[config.mk]
export PLATFORM = sky130hd
export DESIGN_NAME = seg7_scan_ctrl
export DESIGN_NICKNAME = d
export VERILOG_FILES = /design/src/rtl/seg7_scan_ctrl.sv
export SDC_FILE = /design/constraint.sdc
export NUM_CORES = 1
export LEC_CHECK = 0
export CAP_MARGIN = 40
export CORE_MARGIN = 2
export CORE_UTILIZATION = 30
export DETAILED_ROUTE_END_ITERATION = 16
export HOLD_SLACK_MARGIN = 0.02
export PLACE_DENSITY = 0.51
export SETUP_SLACK_MARGIN = 0.2
export SYNTH_ARGS = -nofsm -noshare
export SYNTH_HDL_FRONTEND = slang
export SYNTH_SLANG_ARGS = --single-unit
[constraint.sdc]
create_clock -name i_clk -period 3.3 [get_ports i_clk]
set_clock_uncertainty 0.1 [all_clocks]
set_input_delay 0.66 -clock i_clk [delete_from_list [all_inputs] [get_ports i_clk]]
set_output_delay 0.66 -clock i_clk [all_outputs]
set_load 0.005 [all_outputs]
[src/rtl/seg7_scan_ctrl.sv]
// Multiplexed common-anode 7-seg scan controller: double-buffered hex value, guard-banded digit slots.
// Optional SEG7_LEADING_ZERO_BLANK_EN darkens digits above the most significant non-zero nibble.
module seg7_scan_ctrl #(
  parameter int DIGITS        = 4,
  parameter int DIV           = 50000,
  parameter int GUARD_CYC     = 2,
  parameter int ACTIVE_LOW_AN = 1
) (
  input  logic                  i_clk,
  input  logic                  i_rst,
  input  logic                  i_enable,
  input  logic                  i_load,
  input  logic [4*DIGITS-1:0]   iv_value,
  input  logic [DIGITS-1:0]     iv_dp_mask,
  input  logic                  i_blank,
  output logic [3:0]            ov_nibble,
  output logic [DIGITS-1:0]     ov_digit_en,
  output logic                  o_dp,
  output logic                  o_frame,
  output logic                  o_ack
);

  localparam int MAXC = (DIV > GUARD_CYC) ? DIV : GUARD_CYC;
  localparam int CW   = $clog2(MAXC);
  localparam int IW   = (DIGITS > 1) ? $clog2(DIGITS) : 1;
  localparam logic [CW-1:0] DIV_LAST = CW'(DIV - 1);
  localparam logic [CW-1:0] GRD_LAST = CW'(GUARD_CYC - 1);
  localparam logic [IW-1:0] IDX_LAST = IW'(DIGITS - 1);

  typedef enum logic [1:0] {S_IDLE, S_GUARD, S_ON} state_t;

  state_t              r_state, w_state_nxt;
  logic [CW-1:0]       r_cnt, w_cnt_nxt;
  logic [IW-1:0]       r_idx, w_idx_nxt;

  logic [4*DIGITS-1:0] r_active, r_pend, w_active_nxt;
  logic [DIGITS-1:0]   r_dp_act, r_pend_dp, w_dp_act_nxt;
  logic                r_pend_vld;

  logic [3:0]          r_nibble, w_nib_nxt;
  logic [DIGITS-1:0]   r_en, w_en_nxt;
  logic                r_dp, w_dp_nxt;
  logic                r_frame, r_ack;

  logic                w_slot_end, w_commit, w_frame, w_guard_entry, w_lit, w_lz_dark;

  assign w_slot_end    = (r_state == S_ON) && (r_cnt == DIV_LAST);
  assign w_frame       = w_slot_end && i_enable && (r_idx == IDX_LAST);
  assign w_commit      = w_frame || ((r_state == S_IDLE) && i_enable);
  assign w_guard_entry = (w_state_nxt == S_GUARD) && (r_state != S_GUARD);

  // State, slot counter and digit index
  always_ff @(posedge i_clk) begin
    if (i_rst) begin
      r_state <= S_IDLE;
      r_cnt   <= '0;
      r_idx   <= '0;
    end else begin
      r_state <= w_state_nxt;
      r_cnt   <= w_cnt_nxt;
      r_idx   <= w_idx_nxt;
    end
  end

  always_comb begin
    w_state_nxt = r_state;
    w_cnt_nxt   = r_cnt;
    w_idx_nxt   = r_idx;
    case (r_state)
      S_IDLE: begin
        w_cnt_nxt = '0;
        w_idx_nxt = '0;
        if (i_enable) w_state_nxt = S_GUARD;
      end
      S_GUARD: begin
        if (r_cnt == GRD_LAST) begin
          w_state_nxt = S_ON;
          w_cnt_nxt   = '0;
        end else begin
          w_cnt_nxt = r_cnt + 1'b1;
        end
      end
      S_ON: begin
        if (w_slot_end) begin
          w_cnt_nxt = '0;
          if (i_enable) begin
            w_state_nxt = S_GUARD;
            w_idx_nxt   = (r_idx == IDX_LAST) ? '0 : r_idx + 1'b1;
          end else begin
            w_state_nxt = S_IDLE;
            w_idx_nxt   = '0;
          end
        end else begin
          w_cnt_nxt = r_cnt + 1'b1;
        end
      end
      default: begin
        w_state_nxt = S_IDLE;
        w_cnt_nxt   = '0;
        w_idx_nxt   = '0;
      end
    endcase
  end

  // A load arriving on the commit edge bypasses the pending buffer
  always_comb begin
    w_active_nxt = r_active;
    w_dp_act_nxt = r_dp_act;
    if (w_commit) begin
      if (i_load) begin
        w_active_nxt = iv_value;
        w_dp_act_nxt = iv_dp_mask;
      end else if (r_pend_vld) begin
        w_active_nxt = r_pend;
        w_dp_act_nxt = r_pend_dp;
      end
    end
  end

  always_ff @(posedge i_clk) begin
    if (i_rst) begin
      r_active   <= '0;
      r_dp_act   <= '0;
      r_pend     <= '0;
      r_pend_dp  <= '0;
      r_pend_vld <= 1'b0;
    end else begin
      r_active <= w_active_nxt;
      r_dp_act <= w_dp_act_nxt;
      if (w_commit) begin
        r_pend_vld <= 1'b0;
      end else if (i_load) begin
        r_pend     <= iv_value;
        r_pend_dp  <= iv_dp_mask;
        r_pend_vld <= 1'b1;
      end
    end
  end

`ifdef SEG7_LEADING_ZERO_BLANK_EN
  logic [IW-1:0] w_msd;

  always_comb begin
    w_msd = '0;
    for (int i = 1; i < DIGITS; i++) begin
      if (r_active[4*i +: 4] != 4'h0) w_msd = IW'(i);
    end
  end

  assign w_lz_dark = (w_idx_nxt > w_msd) && !r_dp_act[w_idx_nxt];
`else
  assign w_lz_dark = 1'b0;
`endif

  // ON is never entered on a commit edge, so r_active/r_dp_act are settled here
  always_comb begin
    w_lit     = (w_state_nxt == S_ON) && !i_blank && !w_lz_dark;
    w_en_nxt  = w_lit ? (DIGITS'(1) << w_idx_nxt) : '0;
    w_dp_nxt  = w_lit ? ~r_dp_act[w_idx_nxt] : 1'b1;
    w_nib_nxt = w_guard_entry ? w_active_nxt[4*w_idx_nxt +: 4] : r_nibble;
  end

  always_ff @(posedge i_clk) begin
    if (i_rst) begin
      r_nibble <= 4'h0;
      r_en     <= '0;
      r_dp     <= 1'b1;
      r_frame  <= 1'b0;
      r_ack    <= 1'b0;
    end else begin
      r_nibble <= w_nib_nxt;
      r_en     <= w_en_nxt;
      r_dp     <= w_dp_nxt;
      r_frame  <= w_frame;
      r_ack    <= w_commit && (i_load || r_pend_vld);
    end
  end

  assign ov_nibble   = r_nibble;
  assign ov_digit_en = (ACTIVE_LOW_AN != 0) ? ~r_en : r_en;
  assign o_dp        = r_dp;
  assign o_frame     = r_frame;
  assign o_ack       = r_ack;

endmodule

==> run metrics <==
status=finished, final reports clean; crit path kind=reg2reg; RSZ-0062 raised after global routing=false; Syn Inst Count=about 440; initial DRC count=183; Seq cells post-synth=72; Max Root-Sink Buffers=2; area grow syn2layout=21.3%; Synth Flop Type=dfxtp_1; drt first pass iters=4; cts bufs inserted=9; Total GRT Usage=0.156; CP top delay family=simple AND/OR/NAND/NOR gates; Synth cell types=54; initial antenna violation count=1; Final min period=2.80 ns; asr flop ratio synth=0; via count=3319; Initial Utilization=0.307; Maximum Capacitance Violations=0; Post-Place Setup Slack=0.0206 ns; Post-route DRC=0; antenna viol nets, final=0; Syn Nets=roughly 480; final worst-path cycle share=0.849; Die ar.=13200 µm²; CP Launch Type=flop; TritonCTS Sinks=72; post-CTS setup buffer count=0; P_leak=1.64 nW; final worst setup slack=0.497 ns; synthesized area per cell=8.33 µm²; first-pass GRT wire length=16100 µm; Critical-path top delay cell=dfxtp_1; fmax=357 MHz; Die X=115 µm; Final HPWL DP=6810 µm; Final Hold Fails=0; cell area after synthesis=3690 µm²; post-cts hold buffer count=0; largest net degree at the start of global routing=33; IR drop worst, VDD=~230 µV; Pwr Density=around 480 nW/µm²; num rows=40; number of port buffers=35; Least-Margin Pin Slew=0.561 ns; layout cell share with drive strength beyond 1=0.0860; critical path, cell by cell=inv_1, ha_1, nand4_1, nor3_1, buf_4, and4_1, nor2_2, o21ai_0, and4b_1, o311ai_1; CP max stage delay=0.44 ns; number of nets in the layout=504; Synth Warn #=0; core area=between 10000 and 15000 µm²; Setup TNS=0 ns; Clk Latency, worst-skew pair=about 0.34 ns; worst min path class=reg2reg; CP max FO=11; n_diodes=0; Via density=5.32; clk slew on worst S/H paths=0.06 ns; sequential area share after synthesis=0.390; CTS Root Cell=clkbuf_16; CTS H-Tree Depth=3; most common cell after layout, fill and taps aside=dfxtp_1; Top Ports=36; Die Ht=115 µm; commonest non-fill, non-tap cells in the layout=dfxtp_1 (72), nor2_1 (68), clkdlybuf4s50_1 (33), nand2_1 (29); vias in the first global route=3132; GP Congestion=0.849; post-cts resize count=0; Worst EP required=around 3.5 ns; Critical Path AT=2.95 ns; buffers and inverters on the worst path=2; crit path capture type=flop; CTS tree=done; GRT overflow=0; wire per inst=15.6 µm; Slew headroom=0.621; Final Setup Violations=0; Max Slew Vio Count=0; Post-synth EDFFs=0; drt total wl=a little under 10000 µm
-- report_power, final --
group          internal (mW)  switching, mW  total, mW
sequential             0.912         0.0293      0.941
combinational          0.129          0.151      0.280
clock                  0.570          0.366      0.936
total                   1.61          0.547       2.16
-- path summary, 6_finish.rpt --
path,to,startpoint,slack [ns],depth (start not counted)
setup / recovery,ov_nibble[1],r_state[0],0.50,10
hold / removal,r_pend_dp[1],r_pend_dp[1],0.35,2
setup reg to reg,ov_nibble[1],r_state[0],0.50,10
hold reg to reg,r_pend_dp[1],r_pend_dp[1],0.35,2
-- Yosys cell counts, types with 9 or more instances --
library cell / n / share of area
nor2_1: 68 / 0.069
clkbuf_1: 17 / 0.017
nor3_1: 14 / 0.019
nand3_1: 22 / 0.030
and3_1: 10 / 0.017
nand2_1: 29 / 0.029
a21oi_1: 21 / 0.028
nor2b_1: 16 / 0.027
nor3b_1: 10 / 0.020
dfxtp_1: 72 / 0.39
mux2i_1: 18 / 0.049
o21ai_0: 22 / 0.030
nor4b_1: 9 / 0.021
inv_1: 9 / 0.0091
-- area by class of cell --
type / count / area (µm²)
fillers: 1230 / 7530
multi-input cells: 335 / 2090
inverters: 9 / 33.8
clock inverters: 2 / 12.5
well taps: 147 / 184
clock buffers: 14 / 274
repair buffers: 45 / 440
flip-flops and latches: 72 / 1440
-- routing by layer --
layer  GRT usage  routed length (µm)  vias to the layer above
li1            -                   -                     1654
met1       0.205                4690                     1581
met2       0.244                4460                       70
met3      0.0517                 430                       12
met4      0.0506                 146                        2
met5           0                  13                        -
-- flip-flops by register name (all words and copies together), names as in the netlist, 2 cells and up --
signal and flops:
r_idx 2, r_dp_act 4, r_state 2, ov_nibble 4, r_pend_dp 4, r_en 4
r_active 16, r_cnt 16, r_pend 16
-- per-stage QoR --
stage | hold slack [ns] | power, mW | util | instances | cell area (µm²)
floorplan | 0.330 | 1.14 | - | 443 | 3690
global placement | 0.342 | 1.23 | 0.348 | 608 | 4190
detailed placement | 0.348 | 1.24 | 0.348 | 608 | 4190
CTS | 0.356 | 2.18 | 0.372 | 624 | 4470
global route | 0.380 | 2.25 | 0.373 | 624 | 4480
finish | 0.353 | 2.16 | 0.373 | 624 | 4480
-- tightest hold or removal path: stages (launching register included) --
cell and delay (ns):
dfxtp_1 0.30, nand2_1 0.05, a21oi_1 0.05
-- cell families (layout without fill, tap and decap cells) --
kind of cell               after synthesis  after routing  synth area share
AOI/OAI and AO/OA                       81             81             0.145
xor gates and xnor gates                14             14            0.0332
adders and majority gates                7              7            0.0237
buffers and inverters                   36             70            0.0447
DFF                                     72             72             0.390
muxes                                   19             19            0.0518
and+or+nand+nor                        214            214             0.311
Note: power is estimated with default switching activity, not from simulation.
